## config.mk

```make
export PLATFORM = sky130hd
export DESIGN_NAME = gfx_reg_file
export DESIGN_NICKNAME = d
export VERILOG_FILES = /design/src/rtl/gfx_pkg.sv /design/src/rtl/gfx_coord_clamp.sv /design/src/rtl/gfx_reg_file.sv
export SDC_FILE = /design/constraint.sdc
export NUM_CORES = 1
export LEC_CHECK = 0
export ABC_AREA = 0
export CAP_MARGIN = 20
export CORE_MARGIN = 5
export CORE_UTILIZATION = 52
export CTS_CLUSTER_DIAMETER = 40
export DETAILED_ROUTE_END_ITERATION = 8
export PLACE_DENSITY = 0.74
export SYNTH_ARGS = -nofsm -noshare
export SYNTH_HDL_FRONTEND = slang
export SYNTH_HIERARCHICAL = 1
export SYNTH_SLANG_ARGS = --single-unit
```

## constraint.sdc

```tcl
create_clock -name clk -period 15.59 [get_ports clk]
set_input_delay 3.118 -clock clk [delete_from_list [all_inputs] [get_ports clk]]
set_output_delay 3.118 -clock clk [all_outputs]
set_load 0.02 [all_outputs]
```

## src/rtl/gfx_pkg.sv

```systemverilog
// gfx_pkg: shared constants and helpers for the graphics register bank.
//   - register index map for the CPU write interface
//   - power-on / reset defaults for every register
//   - screen-size defaults and the last visible pixel address, which the
//     pixel-address generator also uses when it raises frame_done
package gfx_pkg;

   localparam int DATA_W   = 16;
   localparam int NUM_REGS = 10;

   localparam int H_RES_DEF = 640;
   localparam int V_RES_DEF = 480;
   localparam int Z_MAX_DEF = 255;

   localparam logic [18:0] LAST_PIXEL_ADDR = 19'h4AFFF;

   localparam logic [3:0] ADDR_P1X    = 4'h0;
   localparam logic [3:0] ADDR_P1Y    = 4'h1;
   localparam logic [3:0] ADDR_P2X    = 4'h2;
   localparam logic [3:0] ADDR_P2Y    = 4'h3;
   localparam logic [3:0] ADDR_BALL_X = 4'h4;
   localparam logic [3:0] ADDR_BALL_Y = 4'h5;
   localparam logic [3:0] ADDR_BALL_Z = 4'h6;
   localparam logic [3:0] ADDR_P1S    = 4'h7;
   localparam logic [3:0] ADDR_P2S    = 4'h8;
   localparam logic [3:0] ADDR_STATE  = 4'h9;
   localparam logic [3:0] ADDR_CTRL   = 4'hA;

   localparam logic [DATA_W-1:0] RST_P1X    = 16'd100;
   localparam logic [DATA_W-1:0] RST_P1Y    = 16'd200;
   localparam logic [DATA_W-1:0] RST_P2X    = 16'd350;
   localparam logic [DATA_W-1:0] RST_P2Y    = 16'd250;
   localparam logic [DATA_W-1:0] RST_BALL_X = 16'd320;
   localparam logic [DATA_W-1:0] RST_BALL_Y = 16'd240;

   // Which clamp limit applies to a register index.
   typedef enum logic [1:0] {
      CLS_NONE,
      CLS_X,
      CLS_Y,
      CLS_Z
   } coord_cls_e;

   function automatic coord_cls_e addr_class(input logic [3:0] addr);
      case (addr)
         ADDR_P1X, ADDR_P2X, ADDR_BALL_X: addr_class = CLS_X;
         ADDR_P1Y, ADDR_P2Y, ADDR_BALL_Y: addr_class = CLS_Y;
         ADDR_BALL_Z:                     addr_class = CLS_Z;
         default:                         addr_class = CLS_NONE;
      endcase
   endfunction

   function automatic logic [DATA_W-1:0] reset_value(input int unsigned idx);
      case (idx)
         0:       reset_value = RST_P1X;
         1:       reset_value = RST_P1Y;
         2:       reset_value = RST_P2X;
         3:       reset_value = RST_P2Y;
         4:       reset_value = RST_BALL_X;
         5:       reset_value = RST_BALL_Y;
         default: reset_value = '0;
      endcase
   endfunction

endpackage

```

## src/rtl/gfx_coord_clamp.sv

```systemverilog
// gfx_coord_clamp: combinational limiter on the CPU write path.
//   cls     in   coordinate class of the target register
//   data    in   raw CPU write data
//   clamped out  data limited to H_RES-1 / V_RES-1 / Z_MAX (unsigned),
//                or passed through for non-coordinate registers
module gfx_coord_clamp
   import gfx_pkg::*;
#(
   parameter int H_RES = H_RES_DEF,
   parameter int V_RES = V_RES_DEF,
   parameter int Z_MAX = Z_MAX_DEF
) (
   input  coord_cls_e        cls,
   input  logic [DATA_W-1:0] data,
   output logic [DATA_W-1:0] clamped
);

   localparam logic [DATA_W-1:0] X_LIM = DATA_W'(H_RES - 1);
   localparam logic [DATA_W-1:0] Y_LIM = DATA_W'(V_RES - 1);
   localparam logic [DATA_W-1:0] Z_LIM = DATA_W'(Z_MAX);

   always_comb begin
      clamped = data;
      case (cls)
         CLS_X:   if (data > X_LIM) clamped = X_LIM;
         CLS_Y:   if (data > Y_LIM) clamped = Y_LIM;
         CLS_Z:   if (data > Z_LIM) clamped = Z_LIM;
         default: clamped = data;
      endcase
   end

endmodule

```

## src/rtl/gfx_reg_file.sv

```systemverilog
// gfx_reg_file: double-buffered register bank feeding the sprite/score
// renderers. CPU writes land in shadow registers; an armed commit copies
// all shadows to the active outputs together on the frame_done edge so a
// frame is never rendered from a half-updated set.
//   clk, rst        clock, synchronous active-high reset
//   chipselect      device selects; bit CS_BIT selects this block
//   databus         write data
//   data_address    register index (0-9 data, 0xA control, 0xB-0xF ignored)
//   frame_done      pulse when the last pixel of a frame is accepted
//   paddle/ball/score/game_state outputs   active (committed) values
//   commit_pending  commit armed, waiting for frame_done
//   committed       one-cycle pulse in the cycle after the active update
module gfx_reg_file
   import gfx_pkg::*;
#(
   parameter int CS_BIT = 1,
   parameter int H_RES  = H_RES_DEF,
   parameter int V_RES  = V_RES_DEF,
   parameter int Z_MAX  = Z_MAX_DEF
) (
   input  logic              clk,
   input  logic              rst,
   input  logic [3:0]        chipselect,
   input  logic [DATA_W-1:0] databus,
   input  logic [3:0]        data_address,
   input  logic              frame_done,
   output logic [DATA_W-1:0] paddle_1_x,
   output logic [DATA_W-1:0] paddle_1_y,
   output logic [DATA_W-1:0] paddle_2_x,
   output logic [DATA_W-1:0] paddle_2_y,
   output logic [DATA_W-1:0] ball_x,
   output logic [DATA_W-1:0] ball_y,
   output logic [DATA_W-1:0] ball_z,
   output logic [DATA_W-1:0] player_1_score,
   output logic [DATA_W-1:0] player_2_score,
   output logic [DATA_W-1:0] game_state,
   output logic              commit_pending,
   output logic              committed
);

   logic              sel;
   logic              sel_q;
   logic              wr_accept;
   logic              wr_ctrl;
   logic              commit;
   logic [DATA_W-1:0] clamped_data;
   logic              unused_cs;

   logic [DATA_W-1:0] shadow [NUM_REGS];
   logic [DATA_W-1:0] active [NUM_REGS];

   assign sel       = chipselect[CS_BIT];
   assign unused_cs = ^chipselect;

   // Only the rising edge of the select writes, so a held select is one write.
   assign wr_accept = sel && !sel_q;
   assign wr_ctrl   = wr_accept && (data_address == ADDR_CTRL);
   assign commit    = frame_done && commit_pending;

   gfx_coord_clamp #(
      .H_RES (H_RES),
      .V_RES (V_RES),
      .Z_MAX (Z_MAX)
   ) u_clamp (
      .cls     (addr_class(data_address)),
      .data    (databus),
      .clamped (clamped_data)
   );

   always_ff @(posedge clk) begin
      if (rst) begin
         sel_q          <= 1'b0;
         commit_pending <= 1'b0;
         committed      <= 1'b0;
         for (int i = 0; i < NUM_REGS; i++) begin
            shadow[i] <= reset_value(i);
            active[i] <= reset_value(i);
         end
      end else begin
         sel_q     <= sel;
         committed <= commit;

         // Non-blocking copy: a same-cycle data write is not seen by this
         // commit and waits in the shadow for the next one.
         for (int i = 0; i < NUM_REGS; i++) begin
            if (commit)
               active[i] <= shadow[i];
            if (wr_accept && (data_address == 4'(i)))
               shadow[i] <= clamped_data;
         end

         // frame_done wins over a coincident arm or cancel.
         if (commit)
            commit_pending <= 1'b0;
         else if (wr_ctrl && databus[0])
            commit_pending <= 1'b1;
         else if (wr_ctrl && databus[1])
            commit_pending <= 1'b0;
      end
   end

   assign paddle_1_x     = active[0];
   assign paddle_1_y     = active[1];
   assign paddle_2_x     = active[2];
   assign paddle_2_y     = active[3];
   assign ball_x         = active[4];
   assign ball_y         = active[5];
   assign ball_z         = active[6];
   assign player_1_score = active[7];
   assign player_2_score = active[8];
   assign game_state     = active[9];

endmodule

```

# [Word level (Yosys, flattened, before mapping)]
# Memories as Yosys holds them, arrays and structs flattened.
# Cells that the tools add are included.
[totals] out_inout_bits=162 ff_bits=3 ram_bits=320 word_cells=131 input_bits=27 n_memories=2
[memory_table] name="active" words=10 width=16 rd=10 rd_clocked_by_memory_dff=0 write_ports=10 line_no="gfx_reg_file.sv:50" rtl="logic [DATA_W-1:0] active [NUM_REGS];"
[memory_table] name="shadow" words=10 width=16 rd=10 rd_clocked_by_memory_dff=0 write_ports=10 line_no="gfx_reg_file.sv:49" rtl="logic [DATA_W-1:0] shadow [NUM_REGS];"
[op_classes] order_cmp=3 reduce_logical=21 muxes=69 n_bitwise=20 eq_ne=13
[ops] cell="16-bit 2-to-1 mux" n=30
[ops] cell="16-bit one-hot mux with 3 select lines" n=1
[ops] cell="1-bit 2-to-1 mux" n=37
[ops] cell="1-bit bitwise OR" n=20
[ops] cell="4-bit by 3-bit equality test with 1-bit output (second input constant)" n=4
[ops] cell="16-bit by 10-bit greater-than comparator with 1-bit output (second input constant)" n=1
[ops] cell="16-bit by 8-bit greater-than comparator with 1-bit output (second input constant)" n=1
[ops] cell="16-bit by 9-bit greater-than comparator with 1-bit output (second input constant)" n=1
[ops] cell="1-bit logical AND" n=15
[ops] cell="4-bit equality test (second input constant)" n=3
[ops] cell="4-bit by 2-bit equality test with 1-bit output (second input constant)" n=2
[ops] cell="2-bit one-hot mux with 3 select lines" n=1
[ops] cell="3-bit OR reduction" n=2
[ops] cell="2-bit equality test (second input constant)" n=2
[ops] cell="4-bit by 1-bit equality test with 1-bit output (second input constant)" n=1
[ops] cell="4-bit zero test" n=1
[ops] cell="2-bit by 1-bit equality test with 1-bit output (second input constant)" n=1
[ops] cell="2-bit nonzero test" n=1
[ops] cell="2-bit OR reduction" n=1
[ops] cell="1-bit zero test" n=1

# [Depth between registers and ports, before layout]
# Gate-level depths: netlist (run 1).
[logic_depth] ltp_word=7 depth_mapped=8

# [Modules after synthesis]
# The synthesis (run 1) kept the hierarchy.
[modules_own_cells] module="gfx_reg_file" area_per_inst_um2=11970.2 n_inst=1 seq_area_each_um2=9669.3 cells_per_inst=758
[modules_own_cells] module="gfx_coord_clamp" area_per_inst_um2=275.3 n_inst=1 seq_area_each_um2=0.0 cells_per_inst=39

# [Worst setup path after synthesis (run 1)]
# OpenSTA, ideal clock, no wires.
[synth_timing] path_kind="input to register" startpoint="input rst" endpoint="memory active[0][0] (enable)" stages=2 t_required_ns=15.041 setup_slack_ns=7.796 path_buffers=1 arrival_ns=7.245 path_cell_list="clkbuf_1 -> nand2b_1"
[synth_rtl] item="from (decl)" line_no="gfx_reg_file.sv:22" rtl="input logic rst,"
[synth_rtl] item="to (decl)" line_no="gfx_reg_file.sv:50"

==> reports/summary.txt, run 1 <==
switching share of power -> 21.6%
P_int -> 1.56 mW
number of setup violations in the final report -> 0
port buffer count -> 185
final setup skew -> 0.0138 ns
switching pwr -> 0.429 mW
P_leak -> 5.52 nW
gr usage total -> 21.0%
commonest cells in the netlist -> 320 x edfxtp_1, 163 x and2_1, 115 x nor2_1
Initial Util -> 52.5%
async set or reset register ratio after synthesis -> 0%
register bit total from synthesis -> 323
Seq pwr share -> 49.8%
antenna cell count -> 0
Seq. cell area -> 0.00967 mm^2
First DRT Iteration DRCs -> 604
Critical Path, Cell by Cell -> clkdlybuf4s50_1, buf_4, xor2_1, nor2_1, or3_4, a2111oi_4, o21bai_1, or3_1
crit path DAT -> 6.06 ns
H-tree depth -> 2
Final nets -> 1026
Clk pwr share -> 44.8%
first-pass GRT wire length -> 41900 um
CTS tree -> yes
CP Buf/Inv Count -> 2
via count -> 6968
antenna viol nets, final -> 0
CP max-delay cell -> or3_1
Worst Tran Pin Value -> 1.13 ns
via/cell ratio -> 5.17
Worst-path clk slew -> 0.06 ns
CP delay by family, top -> simple AND/OR/NAND/NOR gates
Syn-to-layout area delta -> 29.0%
Pwr per Cell Area -> 126 mW/mm^2
CP Data Required Time -> 15.84 ns
Core ar. -> 0.0233 mm^2
power share of the combinational group -> 5.4%
Crit. End Element -> register
final worst path period share -> 37.2%
cell taking the most area after synthesis -> edfxtp_1
Main synth FF type -> edfxtp_1
CTS resizes -> 0
clk sink count -> 323
Die X-Extent -> 163 um
clk buf depth -> 3
Post-Syn Instances -> 797
TritonRoute pass-1 iters -> 5
Max Slew Vio Count -> 0
Multi-input gate area -> 0.00242 mm^2
Post-Syn Area -> 0.0122 mm^2
slowest cell delay on critical path -> 0.51 ns
DRC viols -> 0
Die ar. -> 0.0267 mm^2
EDFF count, synth -> 320
Final min period -> 5.80 ns
GPL Wtd Cong -> 0.785
RSZ-0062 raised after global routing -> false
CP Launch Type -> input port
Routed wire per std cell -> 20.5 um
I/O Pins -> 189
post-synth top area share -> 78.5%
Syn Nets -> 824
initial antenna violation count -> 0
Synthesis Warnings -> 6
setup_tns -> 0 ns
via count of the first global-routing pass -> 6942
share of layout cells above drive strength 1 -> 9.14%
Worst VDD drop -> 0.0849 mV
Site Rows -> 56
Seq/Total Area, Yosys -> 79.0%
count of max-cap constraint violations -> 0
Worst slew margin -> 24.6%
DRT Wirelength -> 27600 um
fmax -> 172 MHz
status -> finished clean
Root Buffer -> clkbuf_16
CTS Buf Count -> 40
Yosys cell types -> 40
kind of critical path -> input port to register
min-delay worst type -> register to register
HPWL after detailed placement -> 17500 um
Die Y -> 163 um
# hold bufs at CTS -> 0
total gr overflow -> 0
Avg Synthesized Cell Area -> 15.4 um^2
Clock Latency Late Sink -> 0.52 ns
most frequent cell after synthesis -> edfxtp_1
fill count -> 1584
Final Util -> 67.7%
largest net degree at the start of global routing -> 138
top cells by area, synth -> edfxtp_1 78%, and2_1 8.3%, nor2_1 3.5%, or3_1 2.0%, nand2_1 1.1%
number of setup buffers added after CTS -> 0
Max FO, Critical Path -> 18
final hold violations -> 0
==> cell usage in the layout (no fill, tap or decap), drive strengths merged, types with 11 or more instances in the layout <==
cell type / Yosys / routed
edfxtp: 320 / 320
clkdlybuf4s50: 0 / 185
and2: 164 / 164
nor2: 115 / 115
clkbuf: 32 / 49
or3: 41 / 41
nand2: 36 / 36
buf: 10 / 17
nand2b: 14 / 14
o21bai: 12 / 12
inv: 4 / 11
==> worst paths after layout <==
check | from | to | slack [ns] | depth (start not counted)
hold / removal | shadow[3][4] | active[3][4] | 0.50 | 1
setup / recovery | data_address[0] | shadow[1][6] | 9.79 | 8
hold reg to reg | shadow[3][4] | active[3][4] | 0.50 | 1
setup reg to reg | sel_q | shadow[2][13] | 13.00 | 4
==> power by group through the flow <==
stage / clock [mW] / combinational, mW / sequential, mW
after floorplan: 0 / 0.0339 / 1.02
after global placement: 0 / 0.107 / 1.01
after detailed placement: 0 / 0.108 / 1.01
after CTS: 0.902 / 0.109 / 0.988
after global routing: 0.943 / 0.115 / 0.990
final: 0.889 / 0.108 / 0.988
==> routing by layer <==
metal | GRT usage (%) | part of all wire, %
met1 | 28.3 | 40
met3 | 5.00 | 8.0
met2 | 35.2 | 50
met4 | 5.26 | 1.8
met5 | 0 | 0
==> cell type report <==
| class | count | area share, % |
|---|---|---|
| Clock buffer | 49 | 6.69 |
| Clock inverter | 23 | 1.51 |
| Inverter | 4 | 0.0951 |
| Multi-Input combinational cell | 428 | 15.3 |
| Sequential cell | 323 | 61.2 |
| Tap cell | 319 | 2.53 |
| Timing Repair Buffer | 202 | 12.6 |
==> stage by stage <==
step	hold slack [ns]	worst slack [ns]	total power, mW	cell area, um^2	cells
floorplan	0.481	7.80	1.06	12200	797
global placement	0.484	9.35	1.11	14500	1272
detailed placement	0.488	9.31	1.11	14500	1272
CTS	0.505	9.84	2.00	15700	1344
global route	0.520	9.64	2.05	15800	1348
finish	0.504	9.79	1.99	15800	1348
==> cells by family after synthesis <==
group	after synthesis	share of synthesized area (%)
buf+inv	46	1.49
flops	323	79.0
xor+xnor	1	0.0715
compound gates	30	1.97
simple gates	397	17.5
==> state kept, by name, summed over array words and instances, names as in the netlist <==
| name | cells |
|---|---|
| shadow | 160 |
| commit_pending | 1 |
| sel_q | 1 |
| active | 160 |
| committed | 1 |
(Power assumes the default switching activity.)
==> run 2: changes to the inputs <==
==> constraint.sdc (replaced) <==
create_clock -name clk -period 6 [get_ports clk]
set_input_delay 1.2 -clock clk [delete_from_list [all_inputs] [get_ports clk]]
set_output_delay 1.2 -clock clk [all_outputs]
set_load 0.02 [all_outputs]
==> run 2 against run 1 <==
Sequential power grew to 2.6 times the previous value. Via count is 0.22% higher. Clock skew is 0.012 ns higher. Final area is 0.33% lower. Clock power grew to 2.5 times the previous value. First-iteration DRC count is 15% higher. Largest power group unchanged.
==> reports/summary.txt, run 2 (synthesis results as in run 1) <==
CP Data Required Time -> 6.25 ns (-9.59 ns)
setup_tns -> 0 ns (unchanged)
Clock Latency Late Sink -> 0.53 ns (about the same)
fmax -> 257 MHz
Die Y -> 163 um (unchanged)
TritonRoute pass-1 iters -> 5 (unchanged)
Worst slew margin -> 28.8% (+4.2 points)
DRT Wirelength -> 27600 um (-0.23%)
worst setup margin -> 2.10 ns (-7.68 ns)
kind of critical path -> input port to register
antenna viol nets, final -> 0 (unchanged)
port buffer count -> 185 (unchanged)
crit path DAT -> 4.14 ns (-1.92 ns)
fill count -> 1651 (+4.2%)
Final min period -> 3.90 ns
DRC viols -> 0 (unchanged)
final std cells w/o fill -> 1341 (-0.52%)
Worst-path clk slew -> 0.05 ns (about the same)
CP Launch Type -> input port
gr usage total -> 20.7% (-0.32 points)
final setup skew -> 0.0255 ns (+0.0117 ns)
clk buf depth -> 3 (unchanged)
CTS tree -> yes
via count of the first global-routing pass -> 6913 (-0.42%)
clk sink count -> 323 (unchanged)
CP max-delay cell -> a2111oi_4
Worst VDD drop -> 0.215 mV (+150%)
Critical Path, Cell by Cell -> clkdlybuf4s50_1, buf_4, xor2_1, nor2_1, or3_4, a2111oi_4, o21bai_1, or3_1
number of setup buffers added after CTS -> 0 (unchanged)
Post-Layout Inst Area -> 0.0157 mm^2 (-0.33%)
Max FO, Critical Path -> 18 (unchanged)
CP Buf/Inv Count -> 2 (unchanged)
Area after DPL -> 0.0145 mm^2 (about the same)
Total Power -> 5.08 mW (+160%)
Crit. End Element -> register
RSZ-0062 raised after global routing -> false
first-pass GRT wire length -> 41200 um (-1.7%)
P_leak -> 5.49 nW (-0.40%)
Core ar. -> 0.0233 mm^2 (unchanged)
CP delay by family, top -> simple AND/OR/NAND/NOR gates
total gr overflow -> 0 (unchanged)
min-delay worst type -> register to register
CTS Buf Count -> 39 (-2.5%)
Die X-Extent -> 163 um (unchanged)
Post-Place Worst Slack -> 1.61 ns (-7.70 ns)
# hold bufs at CTS -> 0 (unchanged)
share of layout cells above drive strength 1 -> 9.00% (-0.13 points)
via count -> 6983 (+0.22%)
Routed wire per std cell -> 20.6 um (+0.29%)
via/cell ratio -> 5.21 (+0.74%)
final worst path period share -> 65.0%
Syn-to-layout area delta -> 28.5%
HPWL after detailed placement -> 17300 um (-1.1%)
count of max-cap constraint violations -> 0 (unchanged)
Pwr per Cell Area -> 323 mW/mm^2 (+160%)
Max Slew Vio Count -> 0 (unchanged)
Worst Tran Pin Value -> 1.07 ns (-0.0625 ns)
Initial Util -> 52.5% (unchanged)
number of setup violations in the final report -> 0 (unchanged)
Site Rows -> 56 (unchanged)
I/O Pins -> 189 (unchanged)
commonest non-fill, non-tap cell in the layout -> edfxtp_1
Root Buffer -> clkbuf_16
H-tree depth -> 2 (unchanged)
GPL Wtd Cong -> 0.789 (+0.54%)
slowest cell delay on critical path -> 0.51 ns (about the same)
most frequent cells in the layout -> 320 x edfxtp_1, 185 x clkdlybuf4s50_1, 163 x and2_1, 114 x nor2_1
First DRT Iteration DRCs -> 694 (+15%)
largest net degree at the start of global routing -> 138 (unchanged)
initial antenna violation count -> 0 (unchanged)
antenna cell count -> 0 (unchanged)
Placed Instances -> 1272 (unchanged)
Final nets -> 1023 (-0.29%)
biggest regs -> active (160), shadow (160)
CTS resizes -> 0 (unchanged)
final hold violations -> 0 (unchanged)
status -> finished clean
Die ar. -> 0.0267 mm^2 (unchanged)
[run 2: changes by cell type in the layout (fill, tap and decap cells not counted), sizes merged]
cell	before	now
clkinv	10	11
clkbuf	49	43
inv	11	12
buf	17	15
bufinv	3	2
[run 2: area by class of cell]
type | count | area [um^2] | area share, %
flip-flops and latches | 323 | 9670 | 61.4
repair buffers | 200 | 2000 | 12.7
clock inverters | 24 | 229 | 1.45
inverters | 4 | 15.0 | 0.0954
multi-input cells | 428 | 2420 | 15.4
well taps | 319 | 399 | 2.54
clock buffers | 43 | 1010 | 6.43
[run 2: stage by stage]
step	hold slack (ns)	util, %
final	0.501	67.5
after global routing	0.514	67.5
after CTS	0.501	67.3
after detailed placement	0.489	62.0
after global placement	0.485	62.0
after floorplan	0.481	-
[run 2: power by group]
group / switching [mW] / total [mW] / leakage, nW / internal, mW
Combinational: 0.185 / 0.281 / 1.64 / 0.0960
Sequential: 0.0215 / 2.57 / 3.25 / 2.55
Clock: 0.909 / 2.23 / 0.606 / 1.32
Total: 1.12 / 5.08 / 5.49 / 3.97
[run 2: metal layers]
metal / track usage (%) / wire length [um] / vias up
met5: 0 / 0 / -
met2: 34.5 / 13900 / 298
met3: 4.54 / 2340 / 40
met4: 6.02 / 549 / 0
met1: 27.8 / 10800 / 3408
li1: - / - / 3237
[run 2: worst paths after layout]
kind / from / end / slack, ns / depth (start not counted)
worst max-delay path: data_address[0] / shadow[4][6] / 2.10 / 8
worst min register to register: shadow[2][1] / active[2][1] / 0.50 / 1
worst max register to register: sel_q / shadow[2][12] / 3.42 / 4
worst min-delay path: shadow[2][1] / active[2][1] / 0.50 / 1
==> edit: new RTL, config.mk and constraints of run 2 <==
The package constant `DATA_W` goes from 16 to 32.
--- a/src/rtl/gfx_pkg.sv
+++ b/src/rtl/gfx_pkg.sv
@@ -7,3 +7,3 @@
 
-   localparam int DATA_W   = 16;
+   localparam int DATA_W   = 32;
    localparam int NUM_REGS = 10;
Ports: changed (11 resized); port bits go from 189 to 365. No check against the original RTL was run, so the function may have changed too.
==> edit against run 2 <==
- via count rose by 95%
- setup slack got worse by 94 ps
- cell area rose by 99%
- sequential cell count rose by 320
- cell count rose by 93%
- wire length rose by 110%
- global-route usage rose by 2.5 points
- power rose by 110%
- sequential share of layout area rose by 0.083 points
- synthesized area rose by 97%
- critical endpoint is now shadow[8][17]$_SDFFCE_PN0P_
- largest cell class unchanged
==> edit: results (changes against run 2) <==
Route
The violation count after the first detailed-routing iteration is 1181 (+70%). The wire length per cell after detailed routing is 22.8 µm (+11%). The post-detailed-routing wire length is 59100 µm (+110%). The detailed-routed wire length on met3 came to 5580 µm (+140%).

The highest signal layer in the routed design is met5. The average via count per standard cell is 5.26 (+1.0%). The met1 wire length came to 22700 µm (+110%).

Synthesis
By area the synthesized netlist is led by edfxtp_1 80%, and2_1 9.1%, nor2_1 3.8%. The number of synthesized flops with an enable pin was 640 (+100%). The share of the yosys chip area belonging to registers is 79.9% (+0.91 points).

Final layout
In the final layout, the registers with the most flip-flops are active x320, shadow x320. The layout net count is 1961 (+92%).

Hold path
The sink of the worst hold path is active[4][8]$_SDFFCE_PN1P_.

Status
The flow ran to the end, and the final reports show no timing, DRC or antenna violations.

Global route
The met2 demand-to-capacity share in global routing came to 37.5% (+3.0 points). The via count of the first global-routing pass is 13754 (+99%). The pin count of the biggest net entering global routing is 99 (-28%). The global routing usage summed across all routing layers is 23.2% (+2.5 points). The wire length of the first global-routing pass is 86700 µm (+110%).

Setup path
The capture instance of the worst register-to-register path is shadow[8][27]$_SDFFCE_PN0P_. The delay of the slowest cell on the worst path came to 640 ps (+130 ps). The data arrival time of the critical path is 4420 ps (+280 ps).

STA
The shortest clock period the worst path allows after layout is 3990 ps (+93.8 ps). The clock tree skew after final layout is 13.9 ps (-11.5 ps). The hold slack came to 499 ps (-2.70 ps).

Pwr
The leakage dissipation is 11.1 nW (+100%).

Clock tree
The total clock buffers created by CTS is 80 (+110%).

Placed design
The setup slack after placement is 1420 ps (-195 ps).
[edit: cell types whose count changed after synthesis, sizes merged, moves of 4 or more]
cell,run 2,this run
nor2,115,243
nor4,1,7
edfxtp,320,640
o21bai,12,6
and2,164,350
or3,41,45
nand2,36,68
buf,10,15
clkbuf,32,70
nor3b,2,22
[edit: final cells by class]
cell class / instances / area, µm²
antenna: 3 / 7.51
inverter: 3 / 11.3
fill: 3116 / 14900
multi-input combinational: 798 / 4620
sequential: 643 / 19300
tap: 607 / 759
timing repair buffer: 392 / 3960
clock buffer: 97 / 2220
clock inverter: 51 / 488
[edit: logic make-up after synthesis]
family	share of synthesized area (%)
flip-flops	79.9
XOR/XNOR	0.0363
AO/OA/AOI/OAI	0.871
AND/OR/NAND/NOR	17.7
buffers and inverters	1.52
[edit: where the power goes]
part           switching (W)  leakage (nW)  internal [W]
sequential         0.0000481          6.62       0.00507
clock                0.00188          1.31       0.00290
combinational       0.000375          3.21      0.000199
